File: src/rtl/muldiv_pkg.sv
// Shared definitions for the EX-stage multiply/divide unit.
package muldiv_pkg;

  localparam int unsigned DIV_ITERS = 32;

  typedef enum logic [1:0] {
    MD_MULT  = 2'b00,
    MD_MULTU = 2'b01,
    MD_DIV   = 2'b10,
    MD_DIVU  = 2'b11
  } md_op_e;

  typedef enum logic [2:0] {
    S_IDLE,
    S_MUL1,
    S_MUL2,
    S_DIV_RUN,
    S_DIV_FIX,
    S_DONE
  } md_state_e;

endpackage

File: src/rtl/ex_div_iter.sv
// Restoring divider: one quotient bit per cycle on operand magnitudes,
// with the sign fix-up applied combinationally to the outputs.
module ex_div_iter #(
  parameter int unsigned DIV_ITERS = muldiv_pkg::DIV_ITERS
) (
  input  logic        clk,
  input  logic        rst,
  input  logic        i_load,
  input  logic        i_signed,
  input  logic        i_run,
  input  logic [31:0] i_rs,
  input  logic [31:0] i_rt,
  output logic        o_done,
  output logic [31:0] o_quo,
  output logic [31:0] o_rem
);

  localparam logic [4:0] LAST = 5'(DIV_ITERS - 1);

  logic [4:0]  r_cnt;
  logic [31:0] r_rem;
  logic [31:0] r_quo;
  logic [31:0] r_dvs;
  logic        r_qsign;
  logic        r_rsign;

  logic [31:0] w_rs_mag;
  logic [31:0] w_rt_mag;
  logic [32:0] w_shift;
  logic [32:0] w_diff;

  // Operand magnitudes and one trial subtraction of the shifted remainder
  always_comb begin
    w_rs_mag = (i_signed && i_rs[31]) ? -i_rs : i_rs;
    w_rt_mag = (i_signed && i_rt[31]) ? -i_rt : i_rt;
    w_shift  = {r_rem, r_quo[31]};
    w_diff   = w_shift - {1'b0, r_dvs};
  end

  // Load magnitudes/signs on start, then iterate; r_quo shifts the dividend out as quotient bits shift in
  always_ff @(posedge clk) begin
    if (!rst) begin
      r_cnt   <= '0;
      r_rem   <= '0;
      r_quo   <= '0;
      r_dvs   <= '0;
      r_qsign <= 1'b0;
      r_rsign <= 1'b0;
    end else if (i_load) begin
      r_cnt   <= '0;
      r_rem   <= '0;
      r_quo   <= w_rs_mag;
      r_dvs   <= w_rt_mag;
      r_qsign <= i_signed & (i_rs[31] ^ i_rt[31]);
      r_rsign <= i_signed & i_rs[31];
    end else if (i_run) begin
      r_cnt <= r_cnt + 5'd1;
      if (!w_diff[32]) begin
        r_rem <= w_diff[31:0];
        r_quo <= {r_quo[30:0], 1'b1};
      end else begin
        r_rem <= w_shift[31:0];
        r_quo <= {r_quo[30:0], 1'b0};
      end
    end
  end

  // Done pulse on the final iteration and sign-corrected results
  always_comb begin
    o_done = i_run && (r_cnt == LAST);
    o_quo  = r_qsign ? -r_quo : r_quo;
    o_rem  = r_rsign ? -r_rem : r_rem;
  end

endmodule

File: src/rtl/ex_muldiv.sv
// EX-stage multi-cycle MULT/MULTU/DIV/DIVU unit feeding the HI/LO write path.
module ex_muldiv
  import muldiv_pkg::*;
#(
  parameter int unsigned DIV_ITERS = muldiv_pkg::DIV_ITERS
) (
  input  logic        clk,
  input  logic        rst,
  input  logic        flush,
  input  logic        start,
  input  logic [1:0]  op,
  input  logic [31:0] rs,
  input  logic [31:0] rt,
  input  logic        ex_adv,
  output logic        busy,
  output logic        valid,
  output logic [31:0] hi,
  output logic [31:0] lo
);

  md_state_e r_state, w_next;

  logic               r_mul_signed;
  logic [31:0]        r_rs;
  logic [31:0]        r_rt;
  logic signed [65:0] r_prod;
  logic [31:0]        r_hi;
  logic [31:0]        r_lo;

  logic               w_accept;
  logic               w_is_div;
  logic signed [32:0] w_a;
  logic signed [32:0] w_b;
  logic signed [65:0] w_prod;
  logic               w_div_done;
  logic [31:0]        w_quo;
  logic [31:0]        w_rem;
  logic               w_unused;

  // Accept decode and 33-bit extended multiply
  always_comb begin
    w_accept = (r_state == S_IDLE) && start && !flush;
    w_is_div = (op == MD_DIV) || (op == MD_DIVU);
    w_a      = {r_mul_signed & r_rs[31], r_rs};
    w_b      = {r_mul_signed & r_rt[31], r_rt};
    w_prod   = w_a * w_b;
    w_unused = ^r_prod[65:64];
  end

  ex_div_iter #(
    .DIV_ITERS (DIV_ITERS)
  ) u_div (
    .clk      (clk),
    .rst      (rst),
    .i_load   (w_accept && w_is_div),
    .i_signed (op == MD_DIV),
    .i_run    (r_state == S_DIV_RUN),
    .i_rs     (rs),
    .i_rt     (rt),
    .o_done   (w_div_done),
    .o_quo    (w_quo),
    .o_rem    (w_rem)
  );

  // State register
  always_ff @(posedge clk) begin
    if (!rst) r_state <= S_IDLE;
    else      r_state <= w_next;
  end

  // Next-state logic; flush overrides every transition
  always_comb begin
    w_next = r_state;
    unique case (r_state)
      S_IDLE:    if (start) w_next = w_is_div ? S_DIV_RUN : S_MUL1;
      S_MUL1:    w_next = S_MUL2;
      S_MUL2:    w_next = S_DONE;
      S_DIV_RUN: if (w_div_done) w_next = S_DIV_FIX;
      S_DIV_FIX: w_next = S_DONE;
      S_DONE:    if (ex_adv) w_next = S_IDLE;
      default:   w_next = S_IDLE;
    endcase
    if (flush) w_next = S_IDLE;
  end

  // Stall request and result-valid outputs
  always_comb begin
    busy  = !flush && (((r_state == S_IDLE) && start) ||
                       (r_state == S_MUL1) || (r_state == S_MUL2) ||
                       (r_state == S_DIV_RUN) || (r_state == S_DIV_FIX));
    valid = (r_state == S_DONE);
    hi    = r_hi;
    lo    = r_lo;
  end

  // Operand latch, product register and HI/LO result registers
  always_ff @(posedge clk) begin
    if (!rst) begin
      r_mul_signed <= 1'b0;
      r_rs         <= '0;
      r_rt         <= '0;
      r_prod       <= '0;
      r_hi         <= '0;
      r_lo         <= '0;
    end else begin
      if (w_accept) begin
        r_mul_signed <= (op == MD_MULT);
        r_rs         <= rs;
        r_rt         <= rt;
      end
      if ((r_state == S_MUL1) && !flush) r_prod <= w_prod;
      if ((r_state == S_MUL2) && !flush) begin
        r_hi <= r_prod[63:32];
        r_lo <= r_prod[31:0];
      end else if ((r_state == S_DIV_FIX) && !flush) begin
        r_hi <= w_rem;
        r_lo <= w_quo;
      end
    end
  end

endmodule

File: config.mk
export PLATFORM = sky130hd
export DESIGN_NAME = ex_muldiv
export DESIGN_NICKNAME = d
export VERILOG_FILES = /design/src/rtl/muldiv_pkg.sv /design/src/rtl/ex_div_iter.sv /design/src/rtl/ex_muldiv.sv
export SDC_FILE = /design/constraint.sdc
export NUM_CORES = 2
export LEC_CHECK = 0
export CORE_MARGIN = 1
export CORE_UTILIZATION = 66
export DETAILED_ROUTE_END_ITERATION = 7
export GPL_ROUTABILITY_DRIVEN = 1
export GPL_TIMING_DRIVEN = 1
export PLACE_DENSITY = 0.93
export SYNTH_ARGS = -nofsm -noshare
export SYNTH_HDL_FRONTEND = slang
export SYNTH_SLANG_ARGS = --single-unit
File: constraint.sdc
create_clock -name clk -period 8.5 [get_ports clk]
set_input_delay 2.125 -clock clk [delete_from_list [all_inputs] [get_ports clk]]
set_output_delay 2.125 -clock clk [all_outputs]
set_load 0.03 [all_outputs]
==> run_results.csv <==
group,metric,value,unit
clock_network,ctsLongestPathBuffers,3,
synth,synth.area.top_cells,"fa_1, dfxtp_1, inv_1, nand2_1, ha_1",
power_and_ir_drop,p_total,4.55,mW
global_route,grt_overflow_total,0,
floorplanning,core,79400,um2
layout,stdcell_area,57100,um2
synth,ys_seq_area_share,11.3,%
power_and_ir_drop,ir_drop,0.129,mV
clock_network,numCtsBuffers,37,
detailed_routing,drcViolationCount,0,
synth,yosysUniqueCellTypes,70,
timing,report.final.slew_viol_count,0,
setup_path,cp-end-kind,"flip-flop",
layout,area_growth,7.43,%
placed_design,dpl.cell_count,7108,
synth,yosys_most_used_dff,"dfxtp_1",
layout,drive_gt1_share,4.59,%
global_route,grt_pass1_vias,47600,
floorplanning,dieArea,81700,um2
hold_path,min_path_type,"flip-flop to flip-flop",
detailed_routing,drt_pass1_iterations,8,
clock_network,insertion_delay,0.59,ns
floorplanning,dieHeight,286,um
timing,max_freq,120,MHz
power_and_ir_drop,p_sw_share,37.0,%
floorplanning,io_pins,137,
layout,num-nets-final,7547,
placed_design,gp_congestion,1.01,
setup_path,arrival,8.76,ns
setup_path,criticalPathCategory,"flip-flop to flip-flop",
detailed_routing,vias,44300,
placed_design,placedInstanceArea,55800,um2
timing,final.setup.tns,0,ns
clock_network,htree_levels,2,
timing,hold_violations,0,
layout,fillers,5431,
detailed_routing,wirelength,160000,um
detailed_routing,drtIter0Drc,5145,
global_route,grt.total_usage,40.6,%
synth,ys.warnings.count,0,
detailed_routing,avgRoutedWirePerCell,22.3,um
power_and_ir_drop,p_per_area,79.6,nW/um2
run_status,status,"finished clean",
synth,avgSynthCellArea,8.67,um2
timing,fin_skew,0.0374,ns
setup_path,cp_max_fo,23,
setup_path,startpoint_type,"flip-flop",
power_and_ir_drop,p_sw,1.68,mW
layout,fin_util,72.0,%
floorplanning,row_count,103,
detailed_routing,route.antenna.remaining_nets,0,
detailed_routing,avgViaCountPerCell,6.17,
job,cap_viol_max_count,0,
power_and_ir_drop,seqPwrFrac,33.9,%
timing,relSlewSlack,12.0,%
floorplanning,die_w,286,um
power_and_ir_drop,pwr-share-comb,29.8,%
power_and_ir_drop,p_clk_share,36.3,%
global_route,grt_max_degree,102,
layout,multiInputGateArea,41600,um2
placed_design,port_buffers,136,
synth,yosysTopAreaCell,"fa_1",
global_route,grt_pass1_wl,255000,um
timing,fin_crit,8.30,ns
synth,async_reset_ff_share,0,%
placed_design,place_hpwl,127000,um
timing,tightest_slew,1.32,ns
floorplanning,start_util,67.0,%
clock_network,path_clk_slew,0.06,ns
synth,synth_seq_cells,299,
synth,netlist.area_leader.share,42.4,%
synth,postSynthCellCount,6135,
synth,synth_edf_count,0,
timing,setup_viol,0,
clock_network,tritoncts,"done",
power_and_ir_drop,intPower,2.86,mW
clock_network,cts-root-buf,"clkbuf_16",
synth,synth_fp_nets,7582,
timing,fin_crit_sh,97.6,%
power_and_ir_drop,leakage,26.5,nW
layout,instances_no_fill,7180,
clock_network,clkSinkCount,299,
layout,register_area,6010,um2
setup_path,required,8.96,ns
global_route,grt_antenna_before_repair,9,
synth,syn_area,53200,um2
==> critical path, stage by stage (launching register included) <==
cell and delay, ns:
dfxtp_1 1.18, nand2_1 0.25, fa_1 0.60, inv_1 0.07, fa_1 0.57, fa_1 0.45
fa_1 0.40, fa_1 0.58, fa_1 0.46, fa_1 0.50, inv_1 0.05, fa_1 0.52
inv_1 0.06, ha_1 0.37, and3_1 0.26, a31oi_1 0.30, a21oi_1 0.16, and3_1 0.25
o31ai_4 0.32, o311ai_1 0.18, buf_4 0.17, o31ai_1 0.23, xor2_1 0.19, o21ai_1 0.07
==> flip-flops by register name, indices dropped and copies added (netlist names), 3 cells and up <==
signal / cells
u_div.r_rem: 32
r_rs: 32
lo: 32
r_rt: 32
u_div.r_quo: 32
r_prod: 64
hi: 32
r_state: 3
u_div.r_cnt: 5
u_div.r_dvs: 32
==> worst paths after layout <==
path                    from    endpoint  slack (ns)  cells past startpoint
setup reg to reg    r_rt[28]  r_prod[58]        0.20                     23
setup / recovery    r_rt[28]  r_prod[58]        0.20                     23
hold reg to reg   r_prod[16]  r_prod[16]        0.46                      2
hold / removal    r_prod[16]  r_prod[16]        0.46                      2
==> placed cells by master, fill, tap and decap left out, drive strengths merged, types with 16 or more instances in the layout <==
cell | netlist | final
o31ai | 34 | 34
a31oi | 20 | 20
nand3 | 49 | 49
nand2 | 1041 | 1041
nand4 | 19 | 19
a21o | 49 | 49
and3 | 33 | 33
a211oi | 97 | 97
inv | 1131 | 1130
fa | 1126 | 1126
or3 | 16 | 16
buf | 15 | 158
mux2i | 36 | 36
and2 | 359 | 359
ha | 250 | 250
clkbuf | 353 | 45
a22oi | 36 | 36
or4 | 18 | 18
clkdlybuf4s50 | 0 | 136
nor4 | 16 | 16
nor2 | 264 | 264
nor3 | 42 | 42
o41ai | 19 | 19
xnor2 | 102 | 102
a21oi | 322 | 322
xor2 | 114 | 114
o21ai | 121 | 121
dfxtp | 299 | 299
==> power groups by stage <==
| stage | Combinational (mW) | Sequential, mW | Clock, mW |
|---|---|---|---|
| floorplan | 0.878 | 1.51 | 0 |
| global placement | 1.26 | 1.56 | 0 |
| detailed placement | 1.31 | 1.56 | 0 |
| CTS | 1.31 | 1.53 | 1.64 |
| global route | 1.46 | 1.54 | 1.71 |
| finish | 1.36 | 1.54 | 1.65 |
==> stage by stage <==
stage                     setup slack [ns]  hold WS, ns
after floorplan                      0.674        0.432
after global placement               0.173        0.440
after detailed placement            0.0592        0.447
after CTS                           0.0209        0.455
after global routing               -0.0269        0.468
final                                0.201        0.456
==> layout make-up <==
type                    count  area share [%]
clock buffers              45            1.76
multi-input cells        4337            72.8
repair buffers            294            4.70
clock inverters            20           0.407
diodes                      4          0.0175
well taps                1050            2.30
inverters                1131            7.45
flip-flops and latches    299            10.5
==> cells by family after synthesis <==
family	synth area share, %
AOI/OAI and AO/OA	9.25
adders and majority gates	48.3
DFF	11.3
xor gates and xnor gates	3.56
and+or+nand+nor	16.4
buffers and inverters	10.6
muxes	0.678
==> layer usage <==
metal	GRT usage (%)	up-vias	share of wire, %
met5	0	-	0.012
met4	34.5	4	10
met3	8.73	1015	9.5
met2	65.7	2832	48
met1	46.0	21800	32
li1	-	18600	-
==> cell usage after synthesis (19+ instances only) <==
cell,count
a22oi_1,36
and3_1,33
a211oi_1,97
nand2_1,1041
fa_1,1126
clkbuf_1,353
mux2i_1,36
o21ai_0,108
o31ai_1,32
nor2_1,264
a21o_1,49
xor2_1,114
dfxtp_1,299
inv_1,1131
a31oi_1,20
ha_1,250
nand4_1,19
xnor2_1,102
and2_1,358
nor3_1,42
a21oi_1,322
nand3_1,49
==> timing repair <==
action,CTS,global route
buffers inserted,0,3
setup endpoints to repair,0,16
hold buffers,0,0
resized for setup,0,31
(Power assumes the default switching activity.)
